$ cat src/rtl/snd_mix4.sv
// snd_mix4 - four-channel signed audio mixer with per-channel gain and
// output saturation. It combines the FM, PSG and auxiliary sources into
// one signed sample stream. Every register advances only on cen.
//
// Optional feature macro: MIX_DCRM_EN
//   When defined, ch2 is treated as unsigned. It passes through a DC
//   blocker before alignment. When undefined, ch2 is signed and is used
//   directly.
//
// Ports
//   clk          system clock
//   rstn         asynchronous active-low reset
//   cen          clock enable; all state updates are qualified by it
//   ch0..ch3     channel samples, wN bits, MSB-aligned to wout internally
//   gain0..gain3 unsigned 4.4 gains (0x10 = 1.0)
//   mixed        saturated signed mix, two cen pulses after sampling
//   peak         set on the cen whose result saturated; held between cens

// Per-channel stage 1: registered signed sample * unsigned gain.
module snd_mix4_lane #(
    parameter int wout = 16
) (
    input  logic            clk,
    input  logic            rstn,
    input  logic            cen,
    input  logic [wout-1:0] smp,
    input  logic [7:0]      gain,
    output logic [wout+8:0] prod
);
    localparam int PW = wout + 9;

    always_ff @(posedge clk or negedge rstn) begin
        if (!rstn)
            prod <= '0;
        else if (cen)
            // Zero-extending the gain keeps it non-negative in the signed product.
            prod <= PW'($signed(smp)) * PW'($signed({1'b0, gain}));
    end
endmodule

module snd_mix4 #(
    parameter int w0   = 16,
    parameter int w1   = 16,
    parameter int w2   = 16,
    parameter int w3   = 16,
    parameter int wout = 16
) (
    input  logic            clk,
    input  logic            rstn,
    input  logic            cen,
    input  logic [w0-1:0]   ch0,
    input  logic [w1-1:0]   ch1,
    input  logic [w2-1:0]   ch2,
    input  logic [w3-1:0]   ch3,
    input  logic [7:0]      gain0,
    input  logic [7:0]      gain1,
    input  logic [7:0]      gain2,
    input  logic [7:0]      gain3,
    output logic [wout-1:0] mixed,
    output logic            peak
);
    localparam int NUM_CH = 4;
    localparam int PW     = wout + 9;
    localparam int SW     = wout + 11;

    logic [w2-1:0] x2;

`ifdef MIX_DCRM_EN
    // Leaky integrator: acc settles at 64*ch2, so acc>>6 tracks the DC level.
    // The integrator is bounded by 64*(2^w2-1)+63, so it never wraps.
    logic [w2+5:0]        acc;
    logic [w2-1:0]        dc;
    logic signed [w2+1:0] diff;
    logic signed [w2+1:0] x_max;
    logic signed [w2+1:0] x_min;

    assign dc    = acc[w2+5:6];
    assign diff  = $signed({2'b00, ch2}) - $signed({2'b00, dc});
    assign x_max = $signed({3'b000, {(w2-1){1'b1}}});
    assign x_min = $signed({3'b111, {(w2-1){1'b0}}});

    always_comb begin
        x2 = diff[w2-1:0];
        if (diff > x_max)
            x2 = x_max[w2-1:0];
        else if (diff < x_min)
            x2 = x_min[w2-1:0];
    end

    always_ff @(posedge clk or negedge rstn) begin
        if (!rstn)
            acc <= '0;
        else if (cen)
            acc <= acc + {6'b0, ch2} - {6'b0, dc};
    end
`else
    assign x2 = ch2;
`endif

    // MSB alignment: shift left so the channel sign bit lands on bit wout-1.
    logic [NUM_CH-1:0][wout-1:0] al;
    logic [NUM_CH-1:0][7:0]      gn;
    logic [NUM_CH-1:0][PW-1:0]   prod;

    assign al[0] = wout'(ch0) << (wout - w0);
    assign al[1] = wout'(ch1) << (wout - w1);
    assign al[2] = wout'(x2)  << (wout - w2);
    assign al[3] = wout'(ch3) << (wout - w3);
    assign gn    = {gain3, gain2, gain1, gain0};

    for (genvar i = 0; i < NUM_CH; i++) begin : g_lane
        snd_mix4_lane #(.wout(wout)) u_lane (
            .clk  (clk),
            .rstn (rstn),
            .cen  (cen),
            .smp  (al[i]),
            .gain (gn[i]),
            .prod (prod[i])
        );
    end

    // Stage 2: sum, drop the 4 gain fraction bits (floor), then saturate.
    logic signed [SW-1:0] sum;
    logic signed [SW-1:0] t;
    logic signed [SW-1:0] t_max;
    logic signed [SW-1:0] t_min;

    always_comb begin
        sum = '0;
        for (int i = 0; i < NUM_CH; i++)
            sum = sum + SW'($signed(prod[i]));
    end

    assign t     = sum >>> 4;
    assign t_max = $signed({12'h000, {(wout-1){1'b1}}});
    assign t_min = $signed({12'hFFF, {(wout-1){1'b0}}});

    always_ff @(posedge clk or negedge rstn) begin
        if (!rstn) begin
            mixed <= '0;
            peak  <= 1'b0;
        end else if (cen) begin
            if (t > t_max) begin
                mixed <= t_max[wout-1:0];
                peak  <= 1'b1;
            end else if (t < t_min) begin
                mixed <= t_min[wout-1:0];
                peak  <= 1'b1;
            end else begin
                mixed <= t[wout-1:0];
                peak  <= 1'b0;
            end
        end
    end
endmodule

$ cat config.mk
export PLATFORM = sky130hd
export DESIGN_NAME = snd_mix4
export DESIGN_NICKNAME = d
export VERILOG_FILES = /design/src/rtl/snd_mix4.sv
export SDC_FILE = /design/constraint.sdc
export NUM_CORES = 2
export LEC_CHECK = 0
export ABC_AREA = 1
export CAP_MARGIN = 20
export CORE_UTILIZATION = 55
export DETAILED_ROUTE_END_ITERATION = 8
export HOLD_SLACK_MARGIN = 0.02
export PLACE_DENSITY = 0.73
export SETUP_SLACK_MARGIN = 0.4
export SYNTH_ARGS = -nofsm -noshare
export SYNTH_HDL_FRONTEND = slang
export SYNTH_SLANG_ARGS = --single-unit
$ cat constraint.sdc
create_clock -name clk -period 8.9 [get_ports clk]
set_input_delay 0.89 -clock clk [delete_from_list [all_inputs] [get_ports clk]]
set_output_delay 0.89 -clock clk [all_outputs]
set_load 0.02 [all_outputs]
# [Yosys cells after proc, flatten, opt, wreduce, memory -nomap -nowiden]
# Index checks and enable logic that the tools add are counted.
[op_classes] add_sub_neg=3 multipliers=4 muxes=4 n_lt_le_gt_ge=2
[op_table] op="multiplier 16 x 9 -> 25 bit" count=4
[op_table] op="2-to-1 mux 16 bit" count=2
[op_table] op="adder 26 x 25 -> 27 bit" count=1
[op_table] op="adder 27 x 25 -> 27 bit" count=1
[op_table] op="adder 25 x 25 -> 26 bit" count=1
[op_table] op="greater-than comparator 23 x 16 -> 1 bit, second input constant" count=1
[op_table] op="less-than comparator 23 x 16 -> 1 bit, second input constant" count=1
[op_table] op="2-to-1 mux 1 bit" count=2
[totals] elab_cells=19 in_bits=99 out_inout_bits=17 reg_bits=117

# [Longest topological paths before layout]
[logic_depth] ltp_word=6 depth_mapped=24 ltp_nobuf=22

# [By module]
# A second synthesis with hierarchy kept.
[hier_totals] cells_unflattened=4183 area_unflattened_um2=29097.9
[by_module_without_submodules] mod="snd_mix4_lane at g_lane[1].u_lane" area_per_inst_um2=6233.5 n_inst=1 cells_each=883 seq_area_each_um2=625.6
[by_module_without_submodules] mod="snd_mix4_lane at g_lane[2].u_lane" area_per_inst_um2=6227.2 n_inst=1 cells_each=882 seq_area_each_um2=625.6
[by_module_without_submodules] mod="snd_mix4_lane at g_lane[3].u_lane" area_per_inst_um2=6199.7 n_inst=1 cells_each=899 seq_area_each_um2=625.6
[by_module_without_submodules] mod="snd_mix4_lane at g_lane[0].u_lane" area_per_inst_um2=6165.9 n_inst=1 cells_each=883 seq_area_each_um2=625.6
[by_module_without_submodules] mod="snd_mix4" area_per_inst_um2=4271.6 n_inst=1 cells_each=636 seq_area_each_um2=425.4

# [Worst setup path after synthesis]
# Ideal clock, no wire load.
[synth_path] path_type="input port to flip-flop" startpoint="input port gain0[0]" endpoint="register g_lane[0].u_lane.prod[16]" required_time_ns=8.768 arrival_ns=5.190 setup_time_ns=0.132 n_path_buf=2 setup_slack_ns=3.578 path_stages=20 path_cell_list="clkbuf_1 -> clkbuf_1 -> nand2_1 -> fa_1 -> inv_1 -> fa_1 -> inv_1 -> fa_1 -> inv_1 -> fa_1 -> ha_1 -> a21oi_1 -> o21ai_0 -> a21oi_1 -> o21ai_0 -> a21oi_1 -> o21ai_0 -> or2_2 -> nand3_1 -> o21ai_0"
[synth_between] elab_chain_len=1
[synth_lines] item="start, declared" line_no="55" text="input logic [7:0] gain0,"
[synth_lines] item="multiplier 16 x 9 -> 25 bit" line_no="37" text="prod <= PW'($signed(smp)) * PW'($signed({1'b0, gain}));"
[synth_lines] item="end signal, assigned" line_no="37"
[synth_lines] item="end, declared" line_no="28" text="output logic [wout+8:0] prod"
# Every way passes these cells.
# A chain may end at the register's enable or synchronous reset.

# [Worst setup path after layout]
# Same ends and word-level chain as after synthesis.

==> results.json <==
{
  "fin_setup_tns_ps": 0,
  "gp_congestion": 0.9610,
  "synth_flop_cell": "dfrtp_1",
  "grt_pass1_wl_um": 104900,
  "rr_startpoint": "g_lane[2].u_lane.prod[8]",
  "postCtsSetupRepairBufs": 0,
  "die_y_um": 223.7,
  "ys_seq_area_share_pct": 10.83,
  "cp_common_cell": "fa_1",
  "synth_area_um2": 27030,
  "wire_per_inst_um": 13.98,
  "dieArea_um2": 50040,
  "clock_skew_ps": 12.10,
  "worst_slack_ps": 3157,
  "critPathArrivalTime_ps": 6090,
  "post_cts_resized": 0,
  "slew_viol_final": 0,
  "clk_latency_ps": 430,
  "synth.net_count": 4432,
  "finalCriticalPeriod_ps": 5743,
  "synth-seq-cells": 117,
  "rsz0062_at_grt": "false",
  "cpLargestDelayFamily": "adder cells",
  "die_w_um": 223.7,
  "cts_root_buffer": "clkbuf_16",
  "grt_max_degree": 96,
  "ant_nets": 0,
  "multi_input_area_um2": 19220,
  "pre_cts_ws_ps": 2714,
  "cts_hold_buf": 0,
  "top_level_ports": 116,
  "vias_per_cell": 4.980,
  "core_um2": 48150,
  "dp_hpwl_um": 51040,
  "hold_violations": 0,
  "endpoint_kind": "flop",
  "cp.required_ps": 9250,
  "crit_type": "input port to flop",
  "io_buffers": 115,
  "path_cells": "clkdlybuf4s50_1, nand2_1, fa_1, inv_1, fa_1, inv_1, fa_1, inv_1, fa_1, ha_1, nand2_1, nor3_1, a21oi_1, o21ai_0, a21oi_1, o21ai_0, or2_2, nand3_1, o21ai_0",
  "worst_slew_pin_slew_ps": 886.1,
  "critPathSlowestCell": "clkdlybuf4s50_1",
  "gr-usage-all-layers_pct": 25.74,
  "seq_area_um2": 2928,
  "setup_viol": 0,
  "drc_errors": 0,
  "fin_crit_sh_pct": 64.53,
  "start_util_pct": 56.14,
  "synthCells": 3651,
  "synth_edf_count": 0,
  "clockBufferDepth": 2,
  "vias": 21430,
  "clkTransAtPathRegs_ps": 60,
  "fmax_ghz": 0.1741,
  "path_buf_inv": 4,
  "grt_pass1_vias": 22070,
  "startpoint_type": "input port",
  "wl_um": 60180,
  "cts_tree": "built",
  "regToRegSetupSlack_ps": 4950,
  "status": "finished clean",
  "cap_violations": 0,
  "numCtsBuffers": 17,
  "grt_overflow_total": 0,
  "synth_cell_types": 49,
  "diodes": 0,
  "layout.nets": 4415,
  "fillers": 4460,
  "antenna_found_initial": 0,
  "path_max_fanout": 16,
  "drt_iter0_drc": 1113,
  "drive_gt1_share_pct": 2.632,
  "slew-limit-headroom_pct": 40.93,
  "h-tree-depth": 4,
  "async_reset_ff_share_pct": 100.0,
  "ys_warn_count": 0,
  "cp-startpoint": "gain0[0]",
  "syn2layout_area_growth_pct": 7.397,
  "critPathMaxStageDelay_ps": 870,
  "hold_class": "input port to asynchronous set/reset pin",
  "syn_area_per_cell_um2": 7.403,
  "rows": 80,
  "firstDrtPassIters": 5,
  "clock-sinks": 117
}
## per-layer routing
metal  track usage, %  vias to the layer above  share of wire [%]
met5                0                        -                  0
met4            5.877                        0                1.8
met3            2.925                       75                4.6
met2            44.29                      453                 48
met1            34.91                    10430                 45
li1                 -                    10470                  -
## through the flow
stage	hold WS, ps	area, um2	util (%)	std cells
after global routing	504.0	29030	60.29	4303
after CTS	482.6	29030	60.29	4303
after detailed placement	469.1	28400	58.99	4271
after floorplan	449.1	27030	-	3651
final	463.9	29030	60.29	4303
after global placement	464.9	28400	58.99	4271
## area by class of cell
class                      count  share of cell area [%]
clock buffer                  19                   1.491
clock inverter                13                  0.6767
inverter                    1136                   14.69
multi-input combinational   2244                   66.20
sequential                   117                   10.09
tap                          656                   2.827
timing repair buffer         118                   4.026
## registers in the layout, indices dropped and copies added (netlist names)
register,cells
peak,1
g_lane.u_lane.prod,100
mixed,16
## worst register-to-register path, delay by kind of cell, from the launching register on
kind / cells / cell delay (ps)
buf+inv: 2 / 270
compound gates: 2 / 610
flops: 1 / 360
simple gates: 11 / 1210
fa+ha+maj: 3 / 1350
## cell families after synthesis
group,count (synthesis),synth area share [%]
buffers and inverters,1290,18.07
and+or+nand+nor,1154,17.46
adders and majority gates,682,44.29
AOI/OAI and AO/OA,335,6.990
DFF,117,10.83
xor gates and xnor gates,73,2.365
## synthesized netlist by cell type (2+ instances only)
cell type  number  share of area [%]
xor2_1         32                1.0
nor2_1         86                1.2
a21boi_0        5               0.14
o31ai_1         4               0.11
buf_1           2              0.028
and3_1          3              0.069
nor3_1         17               0.31
o211a_1         2              0.074
nand3b_1        8               0.22
o221ai_1        2              0.065
inv_1        1135                 16
ha_1          224                 10
nand2_2        14               0.32
nand3_2         4               0.15
a31oi_1        15               0.35
xnor2_1        41                1.3
clkbuf_2       18               0.33
nand3_1        76                1.4
nor2_2         13               0.30
nand4_1        27               0.62
o22ai_1         7               0.16
nand2_1       884                 12
a21oi_1       112                2.1
a221oi_1        2              0.065
nor4_1          5               0.12
o21ai_0       140                2.6
clkbuf_1      132                1.8
dfrtp_1       117                 11
o211ai_1        5               0.14
o21bai_1       13               0.36
or2_2          12               0.28
o21a_1          4               0.11
a21oi_2        10               0.32
a21o_1          8               0.22
fa_1          458                 34
## path summary, 6_finish.rpt
kind | cells past startpoint | end
max | 19 | g_lane[0].u_lane.prod[16]
min | 1 | g_lane[0].u_lane.prod[4]
max reg2reg | 18 | mixed[1]
min reg2reg | 2 | g_lane[0].u_lane.prod[17]
max in group asynchronous | 2 | g_lane[1].u_lane.prod[21]
min in group clk | 2 | g_lane[0].u_lane.prod[17]
## cell usage in the layout (no fill, tap or decap), drive strengths merged, types with 32 or more instances in the layout
cell type and count:
nand3 80, fa 458, dfrtp 117, nand2 899, nor2 100, ha 224, a21oi 123, o21ai 141
xor2 32, inv 1139, clkdlybuf4s50 113, xnor2 41
Power is left out: the tool's default activity adds up to more than one toggle a clock period on the data nets, which glitch-free logic cannot reach.
